==> config.mk <==
export PLATFORM = sky130hd
export DESIGN_NAME = mips_pc_sequencer
export DESIGN_NICKNAME = d
export VERILOG_FILES = /design/src/rtl/mips_pc_pkg.sv /design/src/rtl/pc_trace_buffer.sv /design/src/rtl/mips_pc_sequencer.sv
export SDC_FILE = /design/constraint.sdc
export NUM_CORES = 1
export LEC_CHECK = 0
export CORE_AREA = 5 5 141 89
export DETAILED_ROUTE_END_ITERATION = 12
export DIE_AREA = 0 0 146 94
export PLACE_DENSITY_LB_ADDON = 0.08
export SYNTH_ARGS = -nofsm -noshare
export SYNTH_HDL_FRONTEND = slang
export SYNTH_SLANG_ARGS = --single-unit
export TNS_END_PERCENT = 100
==> constraint.sdc <==
create_clock -name clk -period 6.1 [get_ports clk]
set_input_delay 1.22 -clock clk [delete_from_list [all_inputs] [get_ports clk]]
set_output_delay 1.22 -clock clk [all_outputs]
set_load 0.05 [all_outputs]
==> src/rtl/mips_pc_pkg.sv <==
// Shared types and default constants for the MIPS program-counter sequencer.
// Vector defaults match the boot ROM map (kseg1 reset / general exception).
package mips_pc_pkg;

  typedef enum logic [1:0] {
    SEQ   = 2'd0,
    DELAY = 2'd1,
    HALT  = 2'd2
  } pc_state_t;

  localparam logic [31:0] DEF_RESET_VECTOR = 32'hBFC0_0000;
  localparam logic [31:0] DEF_EXC_VECTOR   = 32'hBFC0_0380;
  localparam int          DEF_INSTR_BYTES  = 4;
  localparam int          DEF_TRACE_DEPTH  = 8;

endpackage

==> src/rtl/pc_trace_buffer.sv <==
// Ring buffer of redirect targets; index 0 reads the newest entry.
// Count saturates at DEPTH, after which the oldest entry is overwritten.
module pc_trace_buffer #(
  parameter int ADDR_W = 32,
  parameter int DEPTH  = 8
) (
  input  logic                     clk,
  input  logic                     reset,
  input  logic                     i_wr_en,
  input  logic [ADDR_W-1:0]        i_wr_data,
  input  logic [$clog2(DEPTH)-1:0] i_rd_idx,
  output logic [ADDR_W-1:0]        o_rd_data,
  output logic [$clog2(DEPTH):0]   o_count
);
  localparam int IDX_W = $clog2(DEPTH);

  logic [ADDR_W-1:0] r_mem [DEPTH];
  logic [IDX_W-1:0]  r_wptr;
  logic [IDX_W:0]    r_count;
  logic [IDX_W-1:0]  w_slot;

  // Entry contents need no reset: reads are gated by r_count.
  always_ff @(posedge clk) begin
    if (i_wr_en && !reset) r_mem[r_wptr] <= i_wr_data;
  end

  always_ff @(posedge clk) begin
    if (reset) begin
      r_wptr  <= '0;
      r_count <= '0;
    end else if (i_wr_en) begin
      r_wptr <= r_wptr + IDX_W'(1);
      if (r_count != (IDX_W+1)'(DEPTH)) r_count <= r_count + (IDX_W+1)'(1);
    end
  end

  assign w_slot    = r_wptr - IDX_W'(1) - i_rd_idx;
  assign o_rd_data = ({1'b0, i_rd_idx} < r_count) ? r_mem[w_slot] : '0;
  assign o_count   = r_count;

endmodule

==> src/rtl/mips_pc_sequencer.sv <==
// MIPS fetch-address sequencer: sequential advance, one-slot branch delay, exceptions, ERET, halt on pc==0.
// Optional redirect trace buffer is built only when PC_TRACE_EN is defined.
module mips_pc_sequencer
  import mips_pc_pkg::*;
#(
  parameter int                ADDR_W       = 32,
  parameter logic [ADDR_W-1:0] RESET_VECTOR = ADDR_W'(DEF_RESET_VECTOR),
  parameter logic [ADDR_W-1:0] EXC_VECTOR   = ADDR_W'(DEF_EXC_VECTOR),
  parameter int                INSTR_BYTES  = DEF_INSTR_BYTES,
  parameter int                TRACE_DEPTH  = DEF_TRACE_DEPTH
) (
  input  logic                           clk,
  input  logic                           reset,
  input  logic                           clk_enable,
  input  logic                           branch_valid,
  input  logic [ADDR_W-1:0]              branch_target,
  input  logic                           exception,
  input  logic                           eret,
  input  logic [$clog2(TRACE_DEPTH)-1:0] trace_rd_idx,
  output logic [ADDR_W-1:0]              pc,
  output logic                           active,
  output logic                           in_delay_slot,
  output logic [ADDR_W-1:0]              epc,
  output logic                           exc_bd,
  output logic                           addr_fault,
  output logic [ADDR_W-1:0]              trace_rd_data,
  output logic [$clog2(TRACE_DEPTH):0]   trace_count
);
  localparam logic [ADDR_W-1:0] IB = ADDR_W'(INSTR_BYTES);

  pc_state_t         r_state, w_state_nxt;
  logic [ADDR_W-1:0] r_pc, r_target, r_epc;
  logic              r_exc_bd, r_addr_fault;
  logic [ADDR_W-1:0] w_pc_nxt, w_target_nxt, w_epc_nxt, w_pc_seq;
  logic              w_exc_bd_nxt, w_fault, w_redirect;
  logic              w_tgt_mis, w_epc_mis;

  assign w_pc_seq  = r_pc + IB;
  assign w_tgt_mis = (branch_target % IB) != '0;
  assign w_epc_mis = (r_epc % IB) != '0;

  always_comb begin
    w_state_nxt  = r_state;
    w_pc_nxt     = r_pc;
    w_target_nxt = r_target;
    w_epc_nxt    = r_epc;
    w_exc_bd_nxt = r_exc_bd;
    w_fault      = 1'b0;
    w_redirect   = 1'b0;
    if (r_state != HALT) begin
      // A misaligned redirect is only a fault if it would actually have been taken.
      w_fault = !exception && ((eret && w_epc_mis) ||
                (!eret && branch_valid && r_state == SEQ && w_tgt_mis));
      if (exception || w_fault) begin
        w_pc_nxt    = EXC_VECTOR;
        w_state_nxt = SEQ;
        w_redirect  = 1'b1;
        if (exception && r_state == DELAY) begin
          w_epc_nxt    = r_pc - IB;
          w_exc_bd_nxt = 1'b1;
        end else begin
          w_epc_nxt    = r_pc;
          w_exc_bd_nxt = 1'b0;
        end
      end else if (eret) begin
        w_pc_nxt    = r_epc;
        w_state_nxt = SEQ;
        w_redirect  = 1'b1;
      end else if (r_state == DELAY) begin
        w_pc_nxt    = r_target;
        w_state_nxt = SEQ;
        w_redirect  = 1'b1;
      end else if (branch_valid) begin
        w_target_nxt = branch_target;
        w_pc_nxt     = w_pc_seq;
        w_state_nxt  = DELAY;
      end else begin
        w_pc_nxt = w_pc_seq;
      end
      if (w_pc_nxt == '0) w_state_nxt = HALT;
    end
  end

  always_ff @(posedge clk) begin
    if (reset) begin
      r_state      <= SEQ;
      r_pc         <= RESET_VECTOR;
      r_target     <= '0;
      r_epc        <= '0;
      r_exc_bd     <= 1'b0;
      r_addr_fault <= 1'b0;
    end else if (clk_enable) begin
      r_state      <= w_state_nxt;
      r_pc         <= w_pc_nxt;
      r_target     <= w_target_nxt;
      r_epc        <= w_epc_nxt;
      r_exc_bd     <= w_exc_bd_nxt;
      r_addr_fault <= w_fault;
    end else begin
      r_addr_fault <= 1'b0;
    end
  end

  assign pc            = r_pc;
  assign active        = (r_state != HALT);
  assign in_delay_slot = (r_state == DELAY);
  assign epc           = r_epc;
  assign exc_bd        = r_exc_bd;
  assign addr_fault    = r_addr_fault;

`ifdef PC_TRACE_EN
  pc_trace_buffer #(
    .ADDR_W (ADDR_W),
    .DEPTH  (TRACE_DEPTH)
  ) u_trace (
    .clk       (clk),
    .reset     (reset),
    .i_wr_en   (clk_enable && w_redirect),
    .i_wr_data (w_pc_nxt),
    .i_rd_idx  (trace_rd_idx),
    .o_rd_data (trace_rd_data),
    .o_count   (trace_count)
  );
`else
  logic w_unused;
  assign w_unused      = ^{trace_rd_idx, w_redirect};
  assign trace_rd_data = '0;
  assign trace_count   = '0;
`endif

endmodule

==> metrics.txt <==
# TYPE chip_impl_metric gauge
chip_impl_metric{name="post_layout_nonfiller_instances",unit=""} 991
chip_impl_metric{name="setup_tns_after_final_layout",unit="ns"} 0
chip_impl_metric{name="netlist_area",unit="µm²"} 5870
chip_impl_metric{name="asyncSetResetFlopFracSynth",unit="%"} 0
chip_impl_metric{name="floorplan.initialDensity",unit="%"} 53.0
chip_impl_info{name="ys.flop_type",value="sky130_fd_sc_hd__dfxtp_1"} 1
chip_impl_metric{name="ioPinCount",unit=""} 145
chip_impl_metric{name="critical_path.max_fanout",unit=""} 19
chip_impl_metric{name="floorplan.die.width",unit="µm"} 146
chip_impl_metric{name="insertion_delay",unit="ns"} 0.35
chip_impl_metric{name="place.port_buffers",unit=""} 105
chip_impl_metric{name="route.vias.total",unit=""} 6054
chip_impl_metric{name="clock_sinks",unit=""} 100
chip_impl_metric{name="route.final.wire_length",unit="µm"} 19800
chip_impl_metric{name="critPathRequiredTime",unit="ns"} 6.31
chip_impl_metric{name="worst_clock_skew",unit="ns"} 0.00897
chip_impl_metric{name="grtUsageTotal",unit="%"} 28.6
chip_impl_metric{name="cts_max_path_buffers",unit=""} 2
chip_impl_info{name="cts_tree",value="done"} 1
chip_impl_metric{name="floorplan.rows",unit=""} 30
chip_impl_metric{name="cts_made_buffers",unit=""} 9
chip_impl_metric{name="antenna_violating_nets_post_route",unit=""} 0
chip_impl_metric{name="place_hpwl",unit="µm"} 14200
chip_impl_info{name="critical_path.reg2reg.endpoint",value="r_state[0]$_SDFFE_PP0P_"} 1
chip_impl_metric{name="reg2reg_depth",unit=""} 10
chip_impl_metric{name="yosys_cell_types",unit=""} 61
chip_impl_metric{name="timing_hold_violations_final",unit=""} 0
chip_impl_metric{name="vdd.ir_drop.worst",unit="µV"} 131
chip_impl_metric{name="worst_slew_margin_rel",unit="%"} 29.1
chip_impl_metric{name="p_leak",unit="µW"} 0.00237
chip_impl_info{name="min-delay-start",value="r_target[17]$_SDFFE_PP0P_"} 1
chip_impl_info{name="result_of_the_run",value="finished clean"} 1
chip_impl_metric{name="grt_start_max_net_pins",unit=""} 51
chip_impl_info{name="cts_root_buffer",value="sky130_fd_sc_hd__clkbuf_16"} 1
chip_impl_metric{name="yosys_register_bits",unit=""} 100
chip_impl_metric{name="power-per-cell-area",unit="nW/µm²"} 233
chip_impl_metric{name="die_h",unit="µm"} 94
chip_impl_metric{name="detail_route.first_pass.iterations",unit=""} 5
chip_impl_metric{name="number_of_antenna_violations_at_the_first_check_in_global_routing",unit=""} 0
chip_impl_metric{name="reg2reg_slack",unit="ns"} 2.34
chip_impl_info{name="setup.worst_path.end_class",value="flop"} 1
chip_impl_metric{name="fmaxAchievable",unit="GHz"} 0.229
chip_impl_metric{name="drtIter0Drc",unit=""} 1017
chip_impl_metric{name="layout-drive-gt1-share",unit="%"} 4.49
chip_impl_metric{name="globalRouteOverflowTotal",unit=""} 0
chip_impl_metric{name="drcViolationCount",unit=""} 0
chip_impl_info{name="kind_of_start_point_of_the_critical_path",value="input port"} 1
chip_impl_info{name="worst_hold_path.endpoint",value="r_target[17]$_SDFFE_PP0P_"} 1
chip_impl_metric{name="first_global_vias",unit=""} 5497
chip_impl_metric{name="ys_warn_count",unit=""} 0
chip_impl_metric{name="arrival",unit="ns"} 4.59
chip_impl_info{name="worst-setup-path-type",value="input port to flop"} 1
chip_impl_metric{name="drv_cap",unit=""} 0
chip_impl_metric{name="placeableCoreArea",unit="µm²"} 11100
chip_impl_metric{name="hold-worst-slack",unit="ns"} 0.455
chip_impl_info{name="min-delay-path-class",value="flop to flop"} 1
chip_impl_metric{name="post_cts_buffers",unit=""} 0
chip_impl_metric{name="num-fill-cells",unit=""} 978
chip_impl_metric{name="synth_seq_area_share",unit="%"} 34.1
chip_impl_metric{name="syn-mean-instance-area",unit="µm²"} 7.40
chip_impl_metric{name="n_antenna_cell",unit=""} 0
chip_impl_metric{name="avgViaCountPerCell",unit=""} 6.11
chip_impl_metric{name="gp_congestion",unit=""} 0.958
chip_impl_metric{name="final-setup-viol-count",unit=""} 0
chip_impl_metric{name="hold_path_depth",unit=""} 2
chip_impl_metric{name="timing.final.crit_share",unit="%"} 71.7
chip_impl_metric{name="num-nets-final",unit=""} 886
chip_impl_metric{name="postCtsHoldBufs",unit=""} 0
chip_impl_metric{name="cts_max_level",unit=""} 3
chip_impl_metric{name="min_tclk_post_route",unit="ns"} 4.37
chip_impl_metric{name="ctsResizeCount",unit=""} 0
chip_impl_metric{name="place_inst",unit=""} 976
chip_impl_info{name="timing.rr.start",value="pc[3]$_SDFFE_PP0P_"} 1
chip_impl_metric{name="worst_pin_slew",unit="ns"} 1.06
chip_impl_metric{name="grt_first_pass_wirelength",unit="µm"} 31000
chip_impl_metric{name="design.die.area",unit="µm²"} 13700
chip_impl_metric{name="post_drt_wl_per_cell",unit="µm"} 20.0
chip_impl_metric{name="cts.reportedPaths.clkPinSlew",unit="ns"} 0.08
chip_impl_metric{name="syn2layout_area_growth",unit="%"} 19.1
chip_impl_metric{name="timing_max_transition_violations_final",unit=""} 0
chip_impl_metric{name="synthesis.instances",unit=""} 793
chip_impl_metric{name="number_of_flops_mapped_to_enable_cells_by_yosys",unit=""} 0
chip_impl_metric{name="utilization",unit="%"} 63.1
chip_impl_info{name="grt_setup_unrepaired",value="no"} 1
per-layer routing:
metal  share of wire [%]  vias to the layer above  GRT usage, %
met2                  38                      403          38.2
met3                  14                       29          8.58
met1                  47                     2810          44.4
li1                    -                     2812             -
met5                   0                        -             0
met4                 1.0                        0          5.48
area by class of cell:
| class | count | area (µm²) | share of cell area (%) |
|---|---|---|---|
| clock buffer | 9 | 225 | 3.22 |
| sequential | 100 | 2000 | 28.7 |
| timing repair buffer | 115 | 1120 | 16.0 |
| multi-input combinational | 606 | 3360 | 48.1 |
| clock inverter | 6 | 56.3 | 0.806 |
| inverter | 11 | 41.3 | 0.591 |
| tap | 144 | 180 | 2.58 |
worst max-delay path, cell delays in order:
cell and delay, ns:
sky130_fd_sc_hd__clkdlybuf4s50_1 0.47, sky130_fd_sc_hd__buf_4 0.24, sky130_fd_sc_hd__nor4b_1 0.10, sky130_fd_sc_hd__a211oi_1 0.82
sky130_fd_sc_hd__buf_4 0.33, sky130_fd_sc_hd__o211ai_1 0.15, sky130_fd_sc_hd__nor4_1 0.32, sky130_fd_sc_hd__nand4_1 0.16
sky130_fd_sc_hd__or4_4 0.58, sky130_fd_sc_hd__nand3_1 0.11, sky130_fd_sc_hd__a31oi_1 0.08
sequential cells by signal (all words and copies together), names as in the netlist:
| signal | flops |
|---|---|
| pc | 32 |
| r_target | 32 |
| addr_fault | 1 |
| exc_bd | 1 |
| epc | 32 |
| r_state | 2 |
metrics by stage:
step,total power (µW),setup slack [ns],area (µm²)
2_1_floorplan,980,2.49,6000
3_3_place_gp,1070,1.38,6700
3_5_place_dp,1070,1.37,6700
4_1_cts,1630,1.75,6990
5_1_grt,1690,1.54,6990
6_report,1630,1.73,6990
synth_stat cells, types with 3 or more instances:
cell / count / area (µm²)
sky130_fd_sc_hd__o211ai_1: 10 / 75.1
sky130_fd_sc_hd__or3_1: 15 / 93.8
sky130_fd_sc_hd__a211oi_1: 34 / 255
sky130_fd_sc_hd__nand4_1: 12 / 75.1
sky130_fd_sc_hd__dfxtp_1: 100 / 2000
sky130_fd_sc_hd__nor2_1: 70 / 263
sky130_fd_sc_hd__and2_1: 5 / 31.3
sky130_fd_sc_hd__a31oi_1: 4 / 25.0
sky130_fd_sc_hd__o21ai_0: 22 / 110
sky130_fd_sc_hd__buf_6: 3 / 33.8
sky130_fd_sc_hd__buf_2: 10 / 50.1
sky130_fd_sc_hd__buf_1: 6 / 22.5
sky130_fd_sc_hd__a221oi_1: 3 / 26.3
sky130_fd_sc_hd__nand3_1: 28 / 140
sky130_fd_sc_hd__and4_1: 3 / 26.3
sky130_fd_sc_hd__nor4_1: 16 / 100
sky130_fd_sc_hd__mux2i_1: 5 / 50.1
sky130_fd_sc_hd__inv_1: 9 / 33.8
sky130_fd_sc_hd__o31a_1: 3 / 26.3
sky130_fd_sc_hd__and3_1: 8 / 50.1
sky130_fd_sc_hd__nor3_1: 25 / 125
sky130_fd_sc_hd__nand2_1: 137 / 514
sky130_fd_sc_hd__clkbuf_1: 52 / 195
sky130_fd_sc_hd__a22oi_1: 10 / 75.1
sky130_fd_sc_hd__buf_4: 40 / 300
sky130_fd_sc_hd__o21a_1: 3 / 22.5
sky130_fd_sc_hd__or4_1: 7 / 52.6
sky130_fd_sc_hd__xor2_1: 10 / 87.6
sky130_fd_sc_hd__o21ai_1: 3 / 15.0
sky130_fd_sc_hd__a21oi_1: 61 / 305
sky130_fd_sc_hd__a311oi_1: 5 / 43.8
sky130_fd_sc_hd__nand2b_1: 6 / 37.5
sky130_fd_sc_hd__xnor2_1: 30 / 263
worst max path at each step:
stage | startpoint | end | slack, ns | depth (start not counted)
floorplan | eret | r_state[1]$_SDFFE_PP0P_ | 2.49 | 10
global placement | eret | r_state[0]$_SDFFE_PP0P_ | 1.38 | 11
finish | eret | r_state[0]$_SDFFE_PP0P_ | 1.73 | 11
global route | eret | r_state[0]$_SDFFE_PP0P_ | 1.54 | 11
detailed placement | eret | r_state[0]$_SDFFE_PP0P_ | 1.37 | 11
CTS | eret | r_state[0]$_SDFFE_PP0P_ | 1.75 | 11
cell families (layout without fill, tap and decap cells):
| family | count (synthesis) | after routing | synth area share (%) |
|---|---|---|---|
| AOI/OAI and AO/OA | 173 | 173 | 19.0 |
| xor gates and xnor gates | 40 | 40 | 5.97 |
| adders and majority gates | 2 | 2 | 0.427 |
| buffers and inverters | 122 | 141 | 11.0 |
| DFF | 100 | 100 | 34.1 |
| muxes | 5 | 5 | 0.853 |
| other | 1 | 36 | 0.0639 |
| and+or+nand+nor | 350 | 350 | 28.6 |
report_power, final:
group          switching, µW  internal [µW]
registers               40.6            678
clock network            280            284
logic                    240            107
total                    561           1070
cell usage in the layout (no fill, tap or decap), drive strengths merged, types with 29 or more instances in the layout:
master	count
nand3	29
dfxtp	100
xnor2	30
a21oi	61
a211oi	34
conb	36
nand2	137
clkdlybuf4s50	104
nor2	70
(Power assumes the default switching activity.)
